--- src/rtl/mips_cpu_bus_pkg.sv ---
// mips_cpu_bus_pkg: shared state and port-select types for the CPU bus arbiter
package mips_cpu_bus_pkg;
    typedef enum logic [1:0] {IDLE, GNT_I, GNT_D} state_t;
    typedef enum logic {PORT_I, PORT_D} port_t;
endpackage

--- src/rtl/mips_cpu_rr_arbiter.sv ---
// mips_cpu_rr_arbiter: picks instruction or data port from two requests and the last grant
module mips_cpu_rr_arbiter
    import mips_cpu_bus_pkg::*;
#(
    parameter int DATA_PRIORITY = 0
) (
    input  logic  i_req_i,
    input  logic  i_req_d,
    input  port_t i_last_grant,
    output port_t o_grant
);
    logic w_pick_d;
    // Data wins when alone, under fixed priority, or when instruction was served last
    always_comb begin
        w_pick_d = i_req_d && (!i_req_i || (DATA_PRIORITY != 0) || (i_last_grant == PORT_I));
        o_grant  = w_pick_d ? PORT_D : PORT_I;
    end
endmodule

--- src/rtl/mips_cpu_bus_arbiter.sv ---
// mips_cpu_bus_arbiter: shares one memory bus between instruction fetch and data ports
module mips_cpu_bus_arbiter
    import mips_cpu_bus_pkg::*;
#(
    parameter int DATA_PRIORITY = 0
) (
    input  logic        clk,
    input  logic        rst_n,
    input  logic        i_read,
    input  logic [31:0] i_address,
    output logic        i_waitrequest,
    output logic [31:0] i_readdata,
    input  logic        d_read,
    input  logic        d_write,
    input  logic [3:0]  d_byteenable,
    input  logic [31:0] d_address,
    input  logic [31:0] d_writedata,
    output logic        d_waitrequest,
    output logic [31:0] d_readdata,
    output logic        m_read,
    output logic        m_write,
    output logic [3:0]  m_byteenable,
    output logic [31:0] m_address,
    output logic [31:0] m_writedata,
    input  logic        m_waitrequest,
    input  logic [31:0] m_readdata
);
    state_t r_state, w_next_state;
    port_t  r_last, w_next_last, w_grant;
    logic   r_chained, w_next_chained;
    logic   w_i_req, w_d_req;

    assign w_i_req = i_read;
    assign w_d_req = d_read | d_write;

    mips_cpu_rr_arbiter #(.DATA_PRIORITY(DATA_PRIORITY)) u_arb (
        .i_req_i      (w_i_req),
        .i_req_d      (w_d_req),
        .i_last_grant (r_last),
        .o_grant      (w_grant)
    );

    // State, last-served port and handoff flag; reset abandons any transaction
    always_ff @(posedge clk or negedge rst_n) begin
        if (!rst_n) begin
            r_state   <= IDLE;
            r_last    <= PORT_I;
            r_chained <= 1'b0;
        end else begin
            r_state   <= w_next_state;
            r_last    <= w_next_last;
            r_chained <= w_next_chained;
        end
    end

    // Next state: each port is served at most once between visits to IDLE
    always_comb begin
        w_next_state   = r_state;
        w_next_last    = r_last;
        w_next_chained = r_chained;
        unique case (r_state)
            IDLE: begin
                w_next_chained = 1'b0;
                if (w_i_req || w_d_req)
                    w_next_state = (w_grant == PORT_D) ? GNT_D : GNT_I;
            end
            GNT_I: begin
                if (!w_i_req) begin
                    w_next_state = IDLE;
                end else if (!m_waitrequest) begin
                    w_next_last    = PORT_I;
                    w_next_chained = 1'b1;
                    w_next_state   = (w_d_req && !r_chained) ? GNT_D : IDLE;
                end
            end
            GNT_D: begin
                if (!w_d_req) begin
                    w_next_state = IDLE;
                end else if (!m_waitrequest) begin
                    w_next_last    = PORT_D;
                    w_next_chained = 1'b1;
                    w_next_state   = (w_i_req && !r_chained) ? GNT_I : IDLE;
                end
            end
            default: w_next_state = IDLE;
        endcase
    end

    // Bus steering: granted port passes through, the other stalls; a write overrides a read
    always_comb begin
        m_read        = 1'b0;
        m_write       = 1'b0;
        m_byteenable  = 4'b0000;
        m_address     = 32'h0;
        m_writedata   = 32'h0;
        i_waitrequest = 1'b1;
        d_waitrequest = 1'b1;
        i_readdata    = m_readdata;
        d_readdata    = m_readdata;
        if (r_state == GNT_I) begin
            m_read        = i_read;
            m_address     = i_address;
            m_byteenable  = 4'b1111;
            i_waitrequest = m_waitrequest;
        end else if (r_state == GNT_D) begin
            m_read        = d_read & ~d_write;
            m_write       = d_write;
            m_byteenable  = d_byteenable;
            m_address     = d_address;
            m_writedata   = d_writedata;
            d_waitrequest = m_waitrequest;
        end
    end
endmodule
--- config.mk ---
export PLATFORM = sky130hd
export DESIGN_NAME = mips_cpu_bus_arbiter
export DESIGN_NICKNAME = d
export VERILOG_FILES = /design/src/rtl/mips_cpu_bus_pkg.sv /design/src/rtl/mips_cpu_rr_arbiter.sv /design/src/rtl/mips_cpu_bus_arbiter.sv
export SDC_FILE = /design/constraint.sdc
export NUM_CORES = 1
export LEC_CHECK = 0
export CAP_MARGIN = 40
export CORE_AREA = 2 2 105 107
export DETAILED_ROUTE_END_ITERATION = 10
export DIE_AREA = 0 0 107 109
export SYNTH_ARGS = -nofsm -noshare
export SYNTH_HDL_FRONTEND = slang
export SYNTH_SLANG_ARGS = --single-unit
--- constraint.sdc ---
create_clock -name clk -period 2.44 [get_ports clk]
set_clock_uncertainty 0.1 [all_clocks]
set_input_delay 0.244 -clock clk [delete_from_list [all_inputs] [get_ports clk]]
set_output_delay 0.244 -clock clk [all_outputs]
set_load 0.01 [all_outputs]
# After elaboration in Yosys (flattened, before gate mapping)
# Cells that the tools add are included.
dict set report word_totals {
  regBits 4
  latchBits 0
  ramBits 0
  rom_bits 0
  input_bits 138
  out_inout_bits 136
  word_cells 61
  n_memories 0
}
dict set report op_classes {
  add_sub_neg 0
  mul 0
  div 0
  magnitude_cmp 0
  eq_ne 9
  n_shift 0
  muxes 32
  bitwise_logic 4
  reduce_logical 13
}
# operator n
set ops {}
lappend ops {{two-way mux 32 bit} 4}
lappend ops {{two-way mux 1 bit} 16}
lappend ops {{two-way mux 2 bit} 7}
lappend ops {{two-way mux 4 bit} 2}
lappend ops {{!= test 2 bit (second input constant)} 4}
lappend ops {{!= test 3 bit (second input constant)} 2}
lappend ops {{case mux 2 bit (3 select lines)} 1}
lappend ops {{AND reduction 3 bit} 2}
lappend ops {{AND reduction 5 bit} 1}
lappend ops {{logical AND 1 bit} 3}
lappend ops {{case mux 1 bit (3 select lines)} 1}
lappend ops {{nonzero test 3 bit} 1}
lappend ops {{== test 2 x 1 -> 1 bit (second input constant)} 1}
lappend ops {{== test 2 bit (second input constant)} 1}
lappend ops {{logical NOT 1 bit} 2}
lappend ops {{logical NOT 2 bit} 1}
lappend ops {{logical OR 1 bit} 2}
lappend ops {{!= test 2 x 1 -> 1 bit (second input constant)} 1}
lappend ops {{inverter 1 bit} 2}
lappend ops {{case mux 1 bit (2 select lines)} 1}
lappend ops {{nonzero test 2 bit} 1}
lappend ops {{AND 1 bit} 1}
lappend ops {{bitwise OR 1 bit} 1}

# Longest topological paths before layout
# Gate-level depths: netlist (run 1).
dict set report depth {
  word_depth 7
  mapped_depth 7
  depth_no_buf 5
}

# Cells and area by module
# A second synthesis (run 1) with hierarchy kept.
dict set report hier_totals {
  cells_unflattened 185
  area_unflattened_um2 1422.6
}
# module instances cells_per_inst area_each_um2 seq_area_each_um2
set modules_own_cells {}
lappend modules_own_cells {mips_cpu_bus_arbiter 1 184 1411.4 100.1}
lappend modules_own_cells {mips_cpu_rr_arbiter 1 1 11.3 0.0}

# Worst setup path before layout (run 1)
# No wires, ideal clock.
dict set report synth_path {
  kind {register to output}
  start {reg r_state[0]}
  end {out m_address[10]}
  arrival_ns 1.450
  required_ns 2.096
  setup_slack_ns 0.646
  stages_incl_launch_ff 8
  n_path_buf 3
  path_cell_list {dfrtp_1 inv_1 ha_1 buf_4 nor2b_1 buf_4 buf_2 a22o_1}
}
dict set report synth_between {
  elab_chain_len 3
  word_cells_on_any_way 4
  classes_between {2 x eq/ne; 2 x mux}
}
# item line
set synth_rtl {}
lappend synth_rtl {{start: declaration} mips_cpu_bus_arbiter.sv:28} ;# state_t r_state, w_next_state;
lappend synth_rtl {{start signal: assignment} mips_cpu_bus_arbiter.sv:50} ;# r_state <= w_next_state;
lappend synth_rtl {{== test 2 bit} mips_cpu_bus_arbiter.sv:105} ;# end else if (r_state == GNT_D) begin
lappend synth_rtl {{two-way mux 32 bit} mips_cpu_bus_arbiter.sv:105}
lappend synth_rtl {{two-way mux 32 bit (*)} mips_cpu_bus_arbiter.sv:100} ;# if (r_state == GNT_I) begin
lappend synth_rtl {{end: declaration} mips_cpu_bus_arbiter.sv:23} ;# output logic [31:0] m_address,
# Every way passes the cells marked *; elsewhere a longest branch is shown, timed or not.

# Worst setup path in the final report (run 1)
dict set report layout_path {
  start {reg r_state[0]}
  end {out m_read}
}
dict set report layout_between {
  elab_chain_len 3
  word_cells_on_any_way 4
  classes_between {2 x eq/ne; 2 x mux}
}
# item line
set layout_rtl {}
lappend layout_rtl {{== test 2 bit} mips_cpu_bus_arbiter.sv:105}
lappend layout_rtl {{two-way mux 1 bit} mips_cpu_bus_arbiter.sv:105}
lappend layout_rtl {{two-way mux 1 bit (*)} mips_cpu_bus_arbiter.sv:100}
lappend layout_rtl {{end: declaration} mips_cpu_bus_arbiter.sv:20} ;# output logic m_read,
# Marks and branches as above.

==> results of run 1 <==
[path summary, 6_finish.rpt]
path	from	to
min in group clk	m_readdata[24]	i_readdata[24]
worst max-delay path	r_state[0]$_DFFE_PN0P_	m_read
worst min-delay path	rst_n	r_last$_DFFE_PN0P_
worst max register to register	r_state[0]$_DFFE_PN0P_	r_state[0]$_DFFE_PN0P_
worst min register to register	r_chained$_DFFE_PN0P_	r_chained$_DFFE_PN0P_
max in group asynchronous	rst_n	r_state[0]$_DFFE_PN0P_
[area by class of cell]
type	count	area, um2	area share, %
clock buffer	3	41.3	1.39
tap	140	175	5.90
timing repair buffer	181	1840	62.0
multi-input combinational	101	793	26.7
sequential	4	100	3.37
inverter	5	18.8	0.632
[through the flow]
step	total power (uW)	std cells	util (%)	cell area (um2)
final	2330	434	28.0	2970
after detailed placement	2200	431	27.6	2930
after floorplan	1170	188	-	1460
after global placement	2190	431	27.6	2930
after CTS	2360	434	28.0	2970
after global routing	2500	434	28.0	2970
[critical path, stage by stage, from the launching register on]
cell and delay, ns:
dfrtp_1 0.40, inv_1 0.09, ha_1 0.17, nor2b_4 0.21, buf_12 0.20, a32o_1 0.18
clkdlybuf4s50_1 0.53
[power breakdown]
part,internal (uW),switching [uW],total [uW]
registers,98.5,27.7,126
logic,1250,812,2060
clock network,105,34.6,140
total,1460,875,2330
[kinds of logic (layout without fill, tap and decap cells)]
| kind of cell | count (synthesis) | after routing | share of synthesized area, % |
|---|---|---|---|
| adder cells (fa/ha/maj) | 4 | 4 | 3.44 |
| multiplexers | 2 | 2 | 2.06 |
| buffers and inverters | 83 | 189 | 39.3 |
| flip-flops | 4 | 4 | 6.87 |
| AO/OA/AOI/OAI | 47 | 47 | 26.6 |
| AND/OR/NAND/NOR | 48 | 48 | 21.6 |
[cell usage after synthesis (all sizes together)]
library cell   n
buf           71
and2          33
a22o          31
clkbuf         7
inv            5
a21o           4
dfrtp          4
ha             4
o21ai          4
nand3b         3
a2bb2oi        2
mux2           2
nand2          2
nand2b         2
nand3          2
nor2b          2
a21bo          1
a21oi          1
a32o           1
and2b          1
nor3b          1
nor4b          1
o211ai         1
o21bai         1
o32ai          1
or4b           1
[layer usage]
metal / vias up / global-route usage (%) / share of wire (%)
li1: 793 / - / -
met1: 740 / 9.03 / 36
met2: 88 / 15.0 / 51
met3: 7 / 3.47 / 12
met4: 0 / 2.88 / 0.88
met5: - / 0 / 0
[flip-flops by register name, indices dropped and copies added (netlist names)]
signal     flops
r_chained      1
r_last         1
r_state        2
==> impl_metrics.sql, run 1 <==
INSERT INTO impl_metrics (metric_group, metric, value, unit) VALUES
('drt', 'vias', '1628', ''),
('sta', 'fmax', '428', 'MHz'),
('finish', 'final_net_count', '438', ''),
('floorplanning', 'initial_core_util', '13.7', '%'),
('global_routing', 'grt_first_pass_wirelength', '7930', 'um'),
('placement', 'weighted_congestion_reported_at_the_end_of_routability_driven_placement', '0.695', ''),
('floorplanning', 'core_area', '10600', 'um2'),
('finish', 'drive_above_1_share', '5.10', '%'),
('critical_path', 'start_kind', 'flop', ''),
('global_routing', 'grtUsageTotal', '8.42', '%'),
('sta', 'fin_ws', '0.102', 'ns'),
('floorplanning', 'placementRows', '38', ''),
('power', 'peakVddDrop', '0.266', 'mV'),
('global_routing', 'grt_overflow_total', '0', ''),
('sta', 'grt_setup_unrepaired', 'no', ''),
('floorplanning', 'die_h', '109', 'um'),
('drt', 'detail_route.vias_per_cell', '3.75', ''),
('clock_tree', 'cts_setup_buffers', '0', ''),
('sta', 'setup_viol_count_final', '0', ''),
('synth', 'synth_area', '1460', 'um2'),
('placement', 'detailed_place_hpwl', '4790', 'um'),
('floorplanning', 'fp.dieW', '107', 'um'),
('drt', 'ant_nets', '0', ''),
('drt', 'totalWireLength', '5780', 'um'),
('clock_tree', 'cts-root-to-sink-buffers', '2', ''),
('synth', 'cells_taking_the_most_area_after_synthesis', 'buf_4 34%, a22o_1 19%, and2_1 14%', ''),
('finish', 'final_common_cell', 'clkdlybuf4s50_1', ''),
('global_routing', 'grt_start_max_net_pins', '44', ''),
('critical_path', 'internal_reg_to_reg_setup_slack', '0.67', 'ns'),
('sta', 'min_period_over_period', '95.8', '%'),
('clock_tree', 'cts-buffers-inserted', '3', ''),
('critical_path', 'worst-endpoint-required', '2.10', 'ns'),
('clock_tree', 'clock_slew_at_the_register_clock_pins_of_the_worst_setup_and_hold_paths', '0.03', 'ns'),
('min_path', 'hp-class', 'primary input to asynchronous set/reset pin', ''),
('clock_tree', 'cts.sinks', '4', ''),
('global_routing', 'via_count_of_the_first_global_routing_pass', '1556', ''),
('job', 'drv.max_cap_violation_count', '0', ''),
('clock_tree', 'ctsHtreeMaxLevel', '1', ''),
('clock_tree', 'ctsRootBufferMaster', 'clkbuf_8', ''),
('clock_tree', 'cts.repair.resized', '0', ''),
('sta', 'min_period', '2.34', 'ns'),
('clock_tree', 'postCtsHoldBufs', '0', ''),
('floorplanning', 'number_of_top_level_pins', '274', ''),
('synth', 'yosys.cell_types.count', '31', ''),
('floorplanning', 'floorplan.die_area', '11700', 'um2'),
('sta', 'holdWs', '0.133', 'ns'),
('finish', 'n_antenna_cell', '0', ''),
('synth', 'synth_seq_area_share', '6.87', '%'),
('sta', 'timing.final.hold_violations', '0', ''),
('power', 'power.density', '785', 'nW/um2'),
('critical_path', 'crit_fanout', '32', ''),
('sta', 'relSlewSlack', '75.4', '%'),
('synth', 'synth_cells', '188', ''),
('sta', 'slew_violations', '0', ''),
('critical_path', 'setup_cp_type', 'flop to primary output', ''),
('sta', 'setup_tns', '0', 'ns'),
('drt', 'drcViolationCount', '0', ''),
('synth', 'synth_top_area_cell', 'buf_4', ''),
('critical_path', 'end_kind', 'primary output', ''),
('synth', 'synth_net_count', '330', ''),
('placement', 'pre_cts_ws', '0.330', 'ns'),
('clock_tree', 'cts_tree', 'built', ''),
('outcome', 'outcome', 'finished clean', ''),
('drt', 'wl_per_cell', '13.3', 'um'),
('finish', 'layout.cells.most_common_list', '177 x clkdlybuf4s50_1, 32 x and2_1, 31 x a22o_1', ''),
('critical_path', 'reg2reg_depth', '5', ''),
('synth', 'synth.yosys.warnings', '0', ''),
('placement', 'portBuffers', '177', ''),
('power', 'static-leakage-power', '0.00115', 'uW'),
('global_routing', 'initial_antenna_violation_count', '0', ''),
('drt', 'drt_pass_1_iters', '4', ''),
('critical_path', 'arrival', '1.99', 'ns'),
('sta', 'max_slew.worst_pin.slew', '0.364', 'ns'),
('synth', 'post-synth-top-area-fraction', '34.0', '%'),
('clock_tree', 'clk_latency', '0.22', 'ns'),
('synth', 'synth-seq-cells', '4', ''),
('drt', 'initialDrtViolationCount', '85', ''),
('finish', 'flow.area_growth_from_synthesis', '104', '%'),
('finish', 'fillCellCount', '1112', ''),
('synth', 'post_synth.cell_area_avg', '7.75', 'um2');
No activity file was read; power rests on OpenSTA's default activity.
==> run 2, diff against run 1 <==
--- a/config.mk
+++ b/config.mk
@@ -9,6 +9,7 @@
 export CORE_AREA = 2 2 105 107
 export DETAILED_ROUTE_END_ITERATION = 10
 export DIE_AREA = 0 0 107 109
+export GPL_ROUTABILITY_DRIVEN = 0
 export SYNTH_ARGS = -nofsm -noshare
 export SYNTH_HDL_FRONTEND = slang
 export SYNTH_SLANG_ARGS = --single-unit
==> results of run 2 <==
Final layout, timing and power as in run 1 (identical DEF).
==> run 3, diff against run 2 <==
--- a/config.mk
+++ b/config.mk
@@ -5,7 +5,7 @@
 export SDC_FILE = /design/constraint.sdc
 export NUM_CORES = 1
 export LEC_CHECK = 0
-export CAP_MARGIN = 40
+export CAP_MARGIN = 15
 export CORE_AREA = 2 2 105 107
 export DETAILED_ROUTE_END_ITERATION = 10
 export DIE_AREA = 0 0 107 109
==> results of run 3 <==
Final layout, timing and power as in run 1 (identical DEF).
